**src/rtl/lsu_pkg.sv**
```systemverilog
// Shared definitions for the load/store unit: access-size codes, FSM state
// encoding and the access legality check.
package lsu_pkg;

    localparam logic [2:0] F3_B  = 3'b000;
    localparam logic [2:0] F3_H  = 3'b001;
    localparam logic [2:0] F3_W  = 3'b010;
    localparam logic [2:0] F3_BU = 3'b100;
    localparam logic [2:0] F3_HU = 3'b101;

    typedef enum logic [1:0] {
        ST_IDLE   = 2'd0,
        ST_ACCESS = 2'd1,
        ST_WRITE  = 2'd2,
        ST_RESP   = 2'd3
    } lsu_state_e;

    // Unsigned sizes exist for loads only; H/W need natural alignment.
    function automatic logic access_legal(input logic       is_store,
                                          input logic [2:0] funct3,
                                          input logic [1:0] offset);
        logic ok;
        case (funct3)
            F3_B:    ok = 1'b1;
            F3_H:    ok = ~offset[0];
            F3_W:    ok = (offset == 2'b00);
            F3_BU:   ok = ~is_store;
            F3_HU:   ok = ~is_store & ~offset[0];
            default: ok = 1'b0;
        endcase
        return ok;
    endfunction

endpackage

```
**src/rtl/lsu_lane.sv**
```systemverilog
// Byte/halfword lane handling: load extraction with sign/zero extension and
// sub-word merge of store data into an existing memory word.
module lsu_lane
    import lsu_pkg::*;
(
    input  logic [31:0] rd_word,
    input  logic [31:0] merge_word,
    input  logic [1:0]  offset,
    input  logic [2:0]  funct3,
    input  logic [31:0] wdata,
    output logic [31:0] load_data,
    output logic [31:0] store_word
);

    logic [7:0]  byte_sel;
    logic [15:0] half_sel;

    always_comb begin
        byte_sel = rd_word[{offset, 3'b000} +: 8];
        half_sel = offset[1] ? rd_word[31:16] : rd_word[15:0];
        case (funct3)
            F3_B:    load_data = {{24{byte_sel[7]}}, byte_sel};
            F3_BU:   load_data = {24'h0, byte_sel};
            F3_H:    load_data = {{16{half_sel[15]}}, half_sel};
            F3_HU:   load_data = {16'h0, half_sel};
            default: load_data = rd_word;
        endcase
    end

    always_comb begin
        store_word = merge_word;
        case (funct3)
            F3_B: store_word[{offset, 3'b000} +: 8] = wdata[7:0];
            F3_H: begin
                if (offset[1]) store_word[31:16] = wdata[15:0];
                else           store_word[15:0]  = wdata[15:0];
            end
            default: store_word = wdata;
        endcase
    end

endmodule

```
**src/rtl/load_store_unit.sv**
```systemverilog
// Load/store unit: maps byte/halfword/word requests onto a word-only memory,
// using read-modify-write for sub-word stores and faulting illegal accesses.
//
// state  | meaning
// IDLE   | ready for a request
// ACCESS | memory read (loads, SB/SH) or direct write (SW)
// WRITE  | write back merged word for SB/SH
// RESP   | done pulse, fault valid
module load_store_unit
    import lsu_pkg::*;
#(
    parameter int ADDR_W = 32,
    parameter int DATA_W = 32
) (
    input  logic              clk,
    input  logic              reset,
    input  logic              req,
    output logic              ready,
    input  logic              is_store,
    input  logic [2:0]        funct3,
    input  logic [ADDR_W-1:0] addr,
    input  logic [DATA_W-1:0] wdata,
    output logic              done,
    output logic [DATA_W-1:0] rdata,
    output logic              fault,
    output logic              mem_we,
    output logic [ADDR_W-1:0] mem_a,
    output logic [DATA_W-1:0] mem_wd,
    input  logic [DATA_W-1:0] mem_rd
);

    lsu_state_e        state, state_nxt;
    logic              is_store_q;
    logic [2:0]        funct3_q;
    logic [ADDR_W-1:0] addr_q;
    logic [DATA_W-1:0] wdata_q;
    logic [DATA_W-1:0] merge_q;
    logic              fault_q;
    logic [DATA_W-1:0] load_data;
    logic [DATA_W-1:0] store_word;
    logic [ADDR_W-1:0] word_addr;

    assign word_addr = {addr_q[ADDR_W-1:2], 2'b00};
    assign ready     = (state == ST_IDLE);
    assign done      = (state == ST_RESP);
    assign fault     = done & fault_q;

    lsu_lane u_lane (
        .rd_word    (mem_rd),
        .merge_word (merge_q),
        .offset     (addr_q[1:0]),
        .funct3     (funct3_q),
        .wdata      (wdata_q),
        .load_data  (load_data),
        .store_word (store_word)
    );

    always_comb begin
        state_nxt = state;
        mem_we    = 1'b0;
        mem_a     = '0;
        mem_wd    = '0;
        case (state)
            ST_IDLE: begin
                if (req)
                    state_nxt = access_legal(is_store, funct3, addr[1:0]) ? ST_ACCESS : ST_RESP;
            end
            ST_ACCESS: begin
                mem_a = word_addr;
                if (is_store_q && funct3_q == F3_W) begin
                    mem_we    = 1'b1;
                    mem_wd    = wdata_q;
                    state_nxt = ST_RESP;
                end else if (is_store_q) begin
                    state_nxt = ST_WRITE;
                end else begin
                    state_nxt = ST_RESP;
                end
            end
            ST_WRITE: begin
                mem_a     = word_addr;
                mem_we    = 1'b1;
                mem_wd    = store_word;
                state_nxt = ST_RESP;
            end
            default: state_nxt = ST_IDLE;
        endcase
    end

    always_ff @(posedge clk or posedge reset) begin
        if (reset) begin
            state      <= ST_IDLE;
            is_store_q <= 1'b0;
            funct3_q   <= '0;
            addr_q     <= '0;
            wdata_q    <= '0;
            merge_q    <= '0;
            fault_q    <= 1'b0;
            rdata      <= '0;
        end else begin
            state <= state_nxt;
            case (state)
                ST_IDLE: begin
                    if (req) begin
                        is_store_q <= is_store;
                        funct3_q   <= funct3;
                        addr_q     <= addr;
                        wdata_q    <= wdata;
                        fault_q    <= ~access_legal(is_store, funct3, addr[1:0]);
                    end
                end
                ST_ACCESS: begin
                    if (is_store_q) merge_q <= mem_rd;
                    else            rdata   <= load_data;
                end
                default: ;
            endcase
        end
    end

endmodule

```
**config.mk**
```make
export PLATFORM = sky130hd
export DESIGN_NAME = load_store_unit
export DESIGN_NICKNAME = d
export VERILOG_FILES = /design/src/rtl/lsu_pkg.sv /design/src/rtl/lsu_lane.sv /design/src/rtl/load_store_unit.sv
export SDC_FILE = /design/constraint.sdc
export NUM_CORES = 1
export LEC_CHECK = 0
export CAP_MARGIN = 10
export CORE_MARGIN = 4
export CORE_UTILIZATION = 25
export CTS_CLUSTER_DIAMETER = 120
export DETAILED_ROUTE_END_ITERATION = 16
export RECOVER_POWER = 100
export SKIP_LAST_GASP = 1
export SLEW_MARGIN = 20
export SYNTH_ARGS = -nofsm -noshare
export SYNTH_HDL_FRONTEND = slang
export SYNTH_SLANG_ARGS = --single-unit
```
**constraint.sdc**
```tcl
create_clock -name clk -period 6.07 [get_ports clk]
set_clock_uncertainty 0.05 [all_clocks]
set_input_delay 1.214 -clock clk [delete_from_list [all_inputs] [get_ports clk]]
set_output_delay 1.214 -clock clk [all_outputs]
set_load 0.1 [all_outputs]
```
# --- Word level (Yosys, flattened, before mapping) ---
# Cells that the tools add are included.
totals:
  regBits: 135
  input_bits: 103
  output_inout_bits: 100
  elab_cells: 58
op_classes:
  n_addsub: 1
  eq_ne: 12
  shifts: 3
  mux: 19
  bitwise: 6
  reduce_logical: 9
ops:
  columns: ["cell", "n"]
  rows:
  - ["$pmux 32 s2", 2]
  - ["$pmux 32 s4", 1]
  - ["$mux 32", 2]
  - ["$mux 16", 3]
  - ["$bwmux 32", 1]
  - ["$shift 8x7->32 const A", 1]
  - ["$shiftx 32x6->8", 1]
  - ["$shiftx 8x7->32", 1]
  - ["$eq 3x3->1 const B", 4]
  - ["$neg 5->7", 1]
  - ["$eq 3x1->1 const B", 2]
  - ["$eq 3x2->1 const B", 2]
  - ["$logic_not 3->1", 2]
  - ["$pmux 2 s3", 1]
  - ["$reduce_and 2->1", 3]
  - ["$mux 1", 5]
  - ["$pmux 1 s5", 1]
  - ["$eq 2x2->1 const B", 2]
  - ["$logic_not 2->1", 2]
  - ["$mux 2", 2]
  - ["$not 1->1", 4]
  - ["$and 1x1->1", 2]
  - ["$eq 2x1->1 const B", 1]
  - ["$ne 2x2->1 const B", 1]
  - ["other kinds (3)", 3]

# --- Logic depth before layout (Yosys ltp) ---
logic_depth:
  ltp_word: 8
  depth_mapped: 9
  mapped_depth_nobuf: 6

# --- Cells and area by module ---
# Synthesis repeated with hierarchy kept, for this count alone.
hier_totals:
  hier_cells: 680
  area_unflattened_um2: 7508.5
by_module_without_submodules:
  columns: ["mod", "n_inst", "cells_per_inst", "area_each_um2", "seq_area_each_um2"]
  rows:
  - ["load_store_unit", 1, 384, 5734.2, 3378.2]
  - ["lsu_lane", 1, 296, 1774.2, 0.0]

# --- Worst setup path before layout ---
# Ideal clock, no wire load.
synth_path:
  path_kind: "register to output"
  from: "register addr_q[0]"
  to: "output mem_wd[30]"
  arrival_time_ns: 3.444
  required_time_ns: 4.806
  slack_ns: 1.362
  stages_incl_launch_ff: 7
  path_buffers: 1
  cell_sequence: "dfrtp_1 -> clkbuf_1 -> inv_1 -> ha_1 -> or4bb_1 -> a2111o_1 -> a21oi_1"
synth_between:
  elab_chain_cells: 5
  word_cells_on_any_way: 6
  classes_between: "add/sub: 1; shift: 2; mux: 3"
synth_lines:
  columns: ["element", "line_no", "source"]
  rows:
  - ["from (decl)", "load_store_unit.sv:35", "logic [ADDR_W-1:0] addr_q;"]
  - ["from (signal assigned)", "load_store_unit.sv:107", "addr_q <= addr;"]
  - ["$neg 5->7 *", "lsu_lane.sv:33", "F3_B: store_word[{offset, 3'b000} +: 8] = wdata[7:0];"]
  - ["$shiftx 8x7->32 / $shift 8x7->32 (equally long branches)", "lsu_lane.sv:33", null]
  - ["$bwmux 32 *", "lsu_lane.sv:33", null]
  - ["$pmux 32 s2 *", "lsu_lane.sv:32", "case (funct3)"]
  - ["$pmux 32 s2 *", "load_store_unit.sv:63", "case (state)"]
  - ["to (decl)", "load_store_unit.sv:28", "output logic [DATA_W-1:0] mem_wd,"]
# Every way passes the cells marked *; elsewhere a longest branch is shown, timed or not.

# --- Worst setup path after layout ---
layout_path:
  from: "register addr_q[1]"
  to: "output mem_wd[9]"
layout_between:
  elab_chain_cells: 5
  word_cells_on_any_way: 7
  classes_between: "add/sub: 1; shift: 2; mux: 4"
layout_lines:
  columns: ["element", "line_no"]
  rows:
  - ["$neg 5->7", "lsu_lane.sv:33"]
  - ["$shiftx 8x7->32 / $shift 8x7->32 (equally long branches)", "lsu_lane.sv:33"]
  - ["$bwmux 32", "lsu_lane.sv:33"]
  - ["$pmux 32 s2 *", "lsu_lane.sv:32"]
  - ["$pmux 32 s2 *", "load_store_unit.sv:63"]
# Marks and branches as above.

==> impl_metrics.tcl <==
set metrics [dict create \
    status "finished, violations left" \
    cp_max_fo 41 \
    fin_nets 979 \
    setup-tns-final_ns 0 \
    initial_core_util 0.255 \
    synth_edf_count 0 \
    worst_path_max_delay_cell "dfrtp_2" \
    synthCells 695 \
    grt_max_degree 100 \
    wl_met1_um 11400 \
    yosysSeqAreaShare 0.458 \
    slowest_delay_ns 1.09 \
    synthAdderAreaFrac 0.0153 \
    synth_top_family_by_area "multiplexers" \
    viasPerCell 4.81 \
    wl_per_cell_um 19.5 \
    muxShareOfSynthArea 0.199 \
    top_layer "met5" \
    yosysUniqueCellTypes 60 \
    clk-insertion-delay-late_ns 0.42 \
    drt_iter0_markers 311 \
    critPathRequiredTime_ns 4.81 \
    vias 6081 \
    rsz0062_at_grt "no" \
    dr_wl_met2_um 10700 \
    ys_ff_latch 135 \
    grt_usage 0.150 \
    worstPathCellList "inv_1 > ha_1 > nor2_1 > and3_1 > a211oi_1 > o22ai_1 > clkbuf_1" \
    min_path_type "flop to flop" \
    postCtsSetupBuffers 0 \
    fillers 2961 \
    cts_hold_buf 0 \
    period_needed_ns 5.48 \
    cp-start-kind "flop" \
    gr-total-overflow 0 \
    async_flop_share 1.00 \
    multi_input_area_sq_um 3650 \
    drive_above_1_share 0.192 \
    dp_hpwl_um 17700 \
    failed_checks "max-capacitance violations, max-slew violations" \
    final_area_sq_um 10100 \
    slew-limit-headroom -1.06 \
    dieArea_sq_um 32300 \
    hold_violations 0 \
    endpoint_kind "primary output" \
    synth-xor-area-share 0 \
    ios 203 \
    gp_congestion 0.835 \
    worst_pin_slew_ns 3.08 \
    cts_root_buf "clkbuf_16" \
    clk_transition_reported_paths_ns 0.06 \
    synthFlopType "dfrtp_1" \
    regArea_sq_um 3380 \
    coreArea_sq_um 28900 \
    area_growth_pct 36.2 \
    grt_pass1_vias 6097 \
    synth_simple_gate_area_frac 0.117 \
    cts_tree "yes" \
    die_h_um 180 \
    die_x_um 180 \
    setup-violations-final 0 \
    drtAntennaViolNets 0 \
    synth-compound-area-share 0.160 \
    antenna_found_initial 4 \
    post_cts_resized 0 \
    max-cap-violations 3 \
    htreeDepth 4 \
    holdWs_ns 0.422 \
    drc 0 \
    path_class "flop to primary output" \
    syn_area_sq_um 7380 \
    cts_buffer_depth 2 \
    port_buffers 200 \
    fmax_mhz 182 \
    fin_crit_sh 0.903 \
    placed_area_sq_um 9610 \
    grt_pass1_wl_um 37800 \
    finalMaxSlewViolations 143 \
    diodes 0 \
    clock_sinks 135 \
    dr.pass1.iters 9 \
    syn_avg_cell_area_sq_um 10.6 \
    utilization 0.347 \
    yosys_warnings 0 \
    drt_wl_total_um 24600 \
    arrival_ns 4.22 \
    wl_met3_um 2180 \
    cts_buffers 17 \
    rows 62 \
]
==> placed cells by master (no fill, tap or decap), types with 6 or more instances in the layout <==
cell type and instances:
and2_1 32, mux2i_1 23, a21oi_1 32, nand2_1 72, a221oi_1 6, a31o_1 6
a222oi_1 7, o22ai_1 13, clkdlybuf4s50_1 99, dfrtp_1 134, ha_1 8, nor2_1 24
inv_1 28, clkbuf_2 9, o32ai_2 8, dlygate4sd3_1 69, o21ai_0 23, nand4_1 6
clkbuf_1 26, clkbuf_16 17, a211oi_1 11, mux2_2 103, a31oi_1 19, o21ai_1 10
o32a_1 6, buf_4 6, nand3_1 7
==> synth_stat cells (all sizes together) (2+ instances only) <==
cell type  instances  area (sq um)
a222oi             7          70.1
dfrtp            135          3380
a31oi             19           119
nand2             72           270
nand4              6          37.5
o31ai              2          15.0
a221oi             6          52.6
a22oi              2          15.0
nor4bb             2          20.0
a21oi             33           165
and3               2          12.5
o32a               6          60.1
mux4               2          45.0
clkbuf            31           120
buf               25           141
inv               29           109
mux2             106          1190
nor2b              4          25.0
and2              32           200
a211o              5          43.8
nor3               4          20.0
o22ai             13          81.3
nor2              24          90.1
nand3              7          35.0
o32ai             12           165
o21ai             33           165
a22o               2          17.5
a31o               6          52.6
mux2i             23           230
a211oi            11          82.6
nand2b             4          25.0
ha                 9           113
==> layout make-up <==
class,count,area share
inverter,29,0.0113
timing repair buffer,208,0.186
clock inverter,13,0.0122
clock buffer,19,0.0441
multi-input combinational,476,0.363
tap,384,0.0478
sequential,135,0.336
==> registers in the layout (all words and copies together) (netlist names) <==
register / cells
fault_q: 1
wdata_q: 32
rdata: 32
state: 2
addr_q: 32
funct3_q: 3
is_store_q: 1
merge_q: 32
==> layer usage <==
| metal | vias to the layer above | global-route usage |
|---|---|---|
| met1 | 2918 | 0.210 |
| met4 | 8 | 0.0296 |
| met3 | 23 | 0.0558 |
| met5 | - | 0 |
| met2 | 263 | 0.221 |
| li1 | 2869 | - |
==> metrics by stage <==
step	setup slack, ns	cells
after global routing	0.327	1264
final	0.589	1264
after CTS	0.781	1264
after global placement	1.36	1232
after floorplan	1.19	696
after detailed placement	1.30	1232
==> worst max-delay path: cells and delay by family, from the launching register on <==
family,cells,cell delay (ns)
compound gates,2,0.34
buf+inv,2,1.20
fa+ha+maj,1,0.38
simple gates,2,0.76
flops,1,1.09
==> cell families (layout without fill, tap and decap cells) <==
group,count (synthesis),in the layout
buf+inv,85,269
fa+ha+maj,9,9
flops,135,135
other cells,1,2
mux,131,131
compound gates,166,166
simple gates,168,168
==> final timing paths <==
| path | startpoint | to | slack (ns) | depth (start not counted) |
|---|---|---|---|---|
| max in group asynchronous | reset | merge_q[6] | 2.10 | 3 |
| hold reg to reg | rdata[13] | rdata[13] | 0.42 | 2 |
| setup reg to reg | state[1] | state[1] | 2.31 | 6 |
| setup / recovery | addr_q[1] | mem_wd[9] | 0.59 | 7 |
| min in group asynchronous | reset | merge_q[13] | 1.44 | 2 |
| hold / removal | rdata[13] | rdata[13] | 0.42 | 2 |
Power is left out: the tool's default activity adds up to more than one toggle a clock period on the data nets, which glitch-free logic cannot reach.
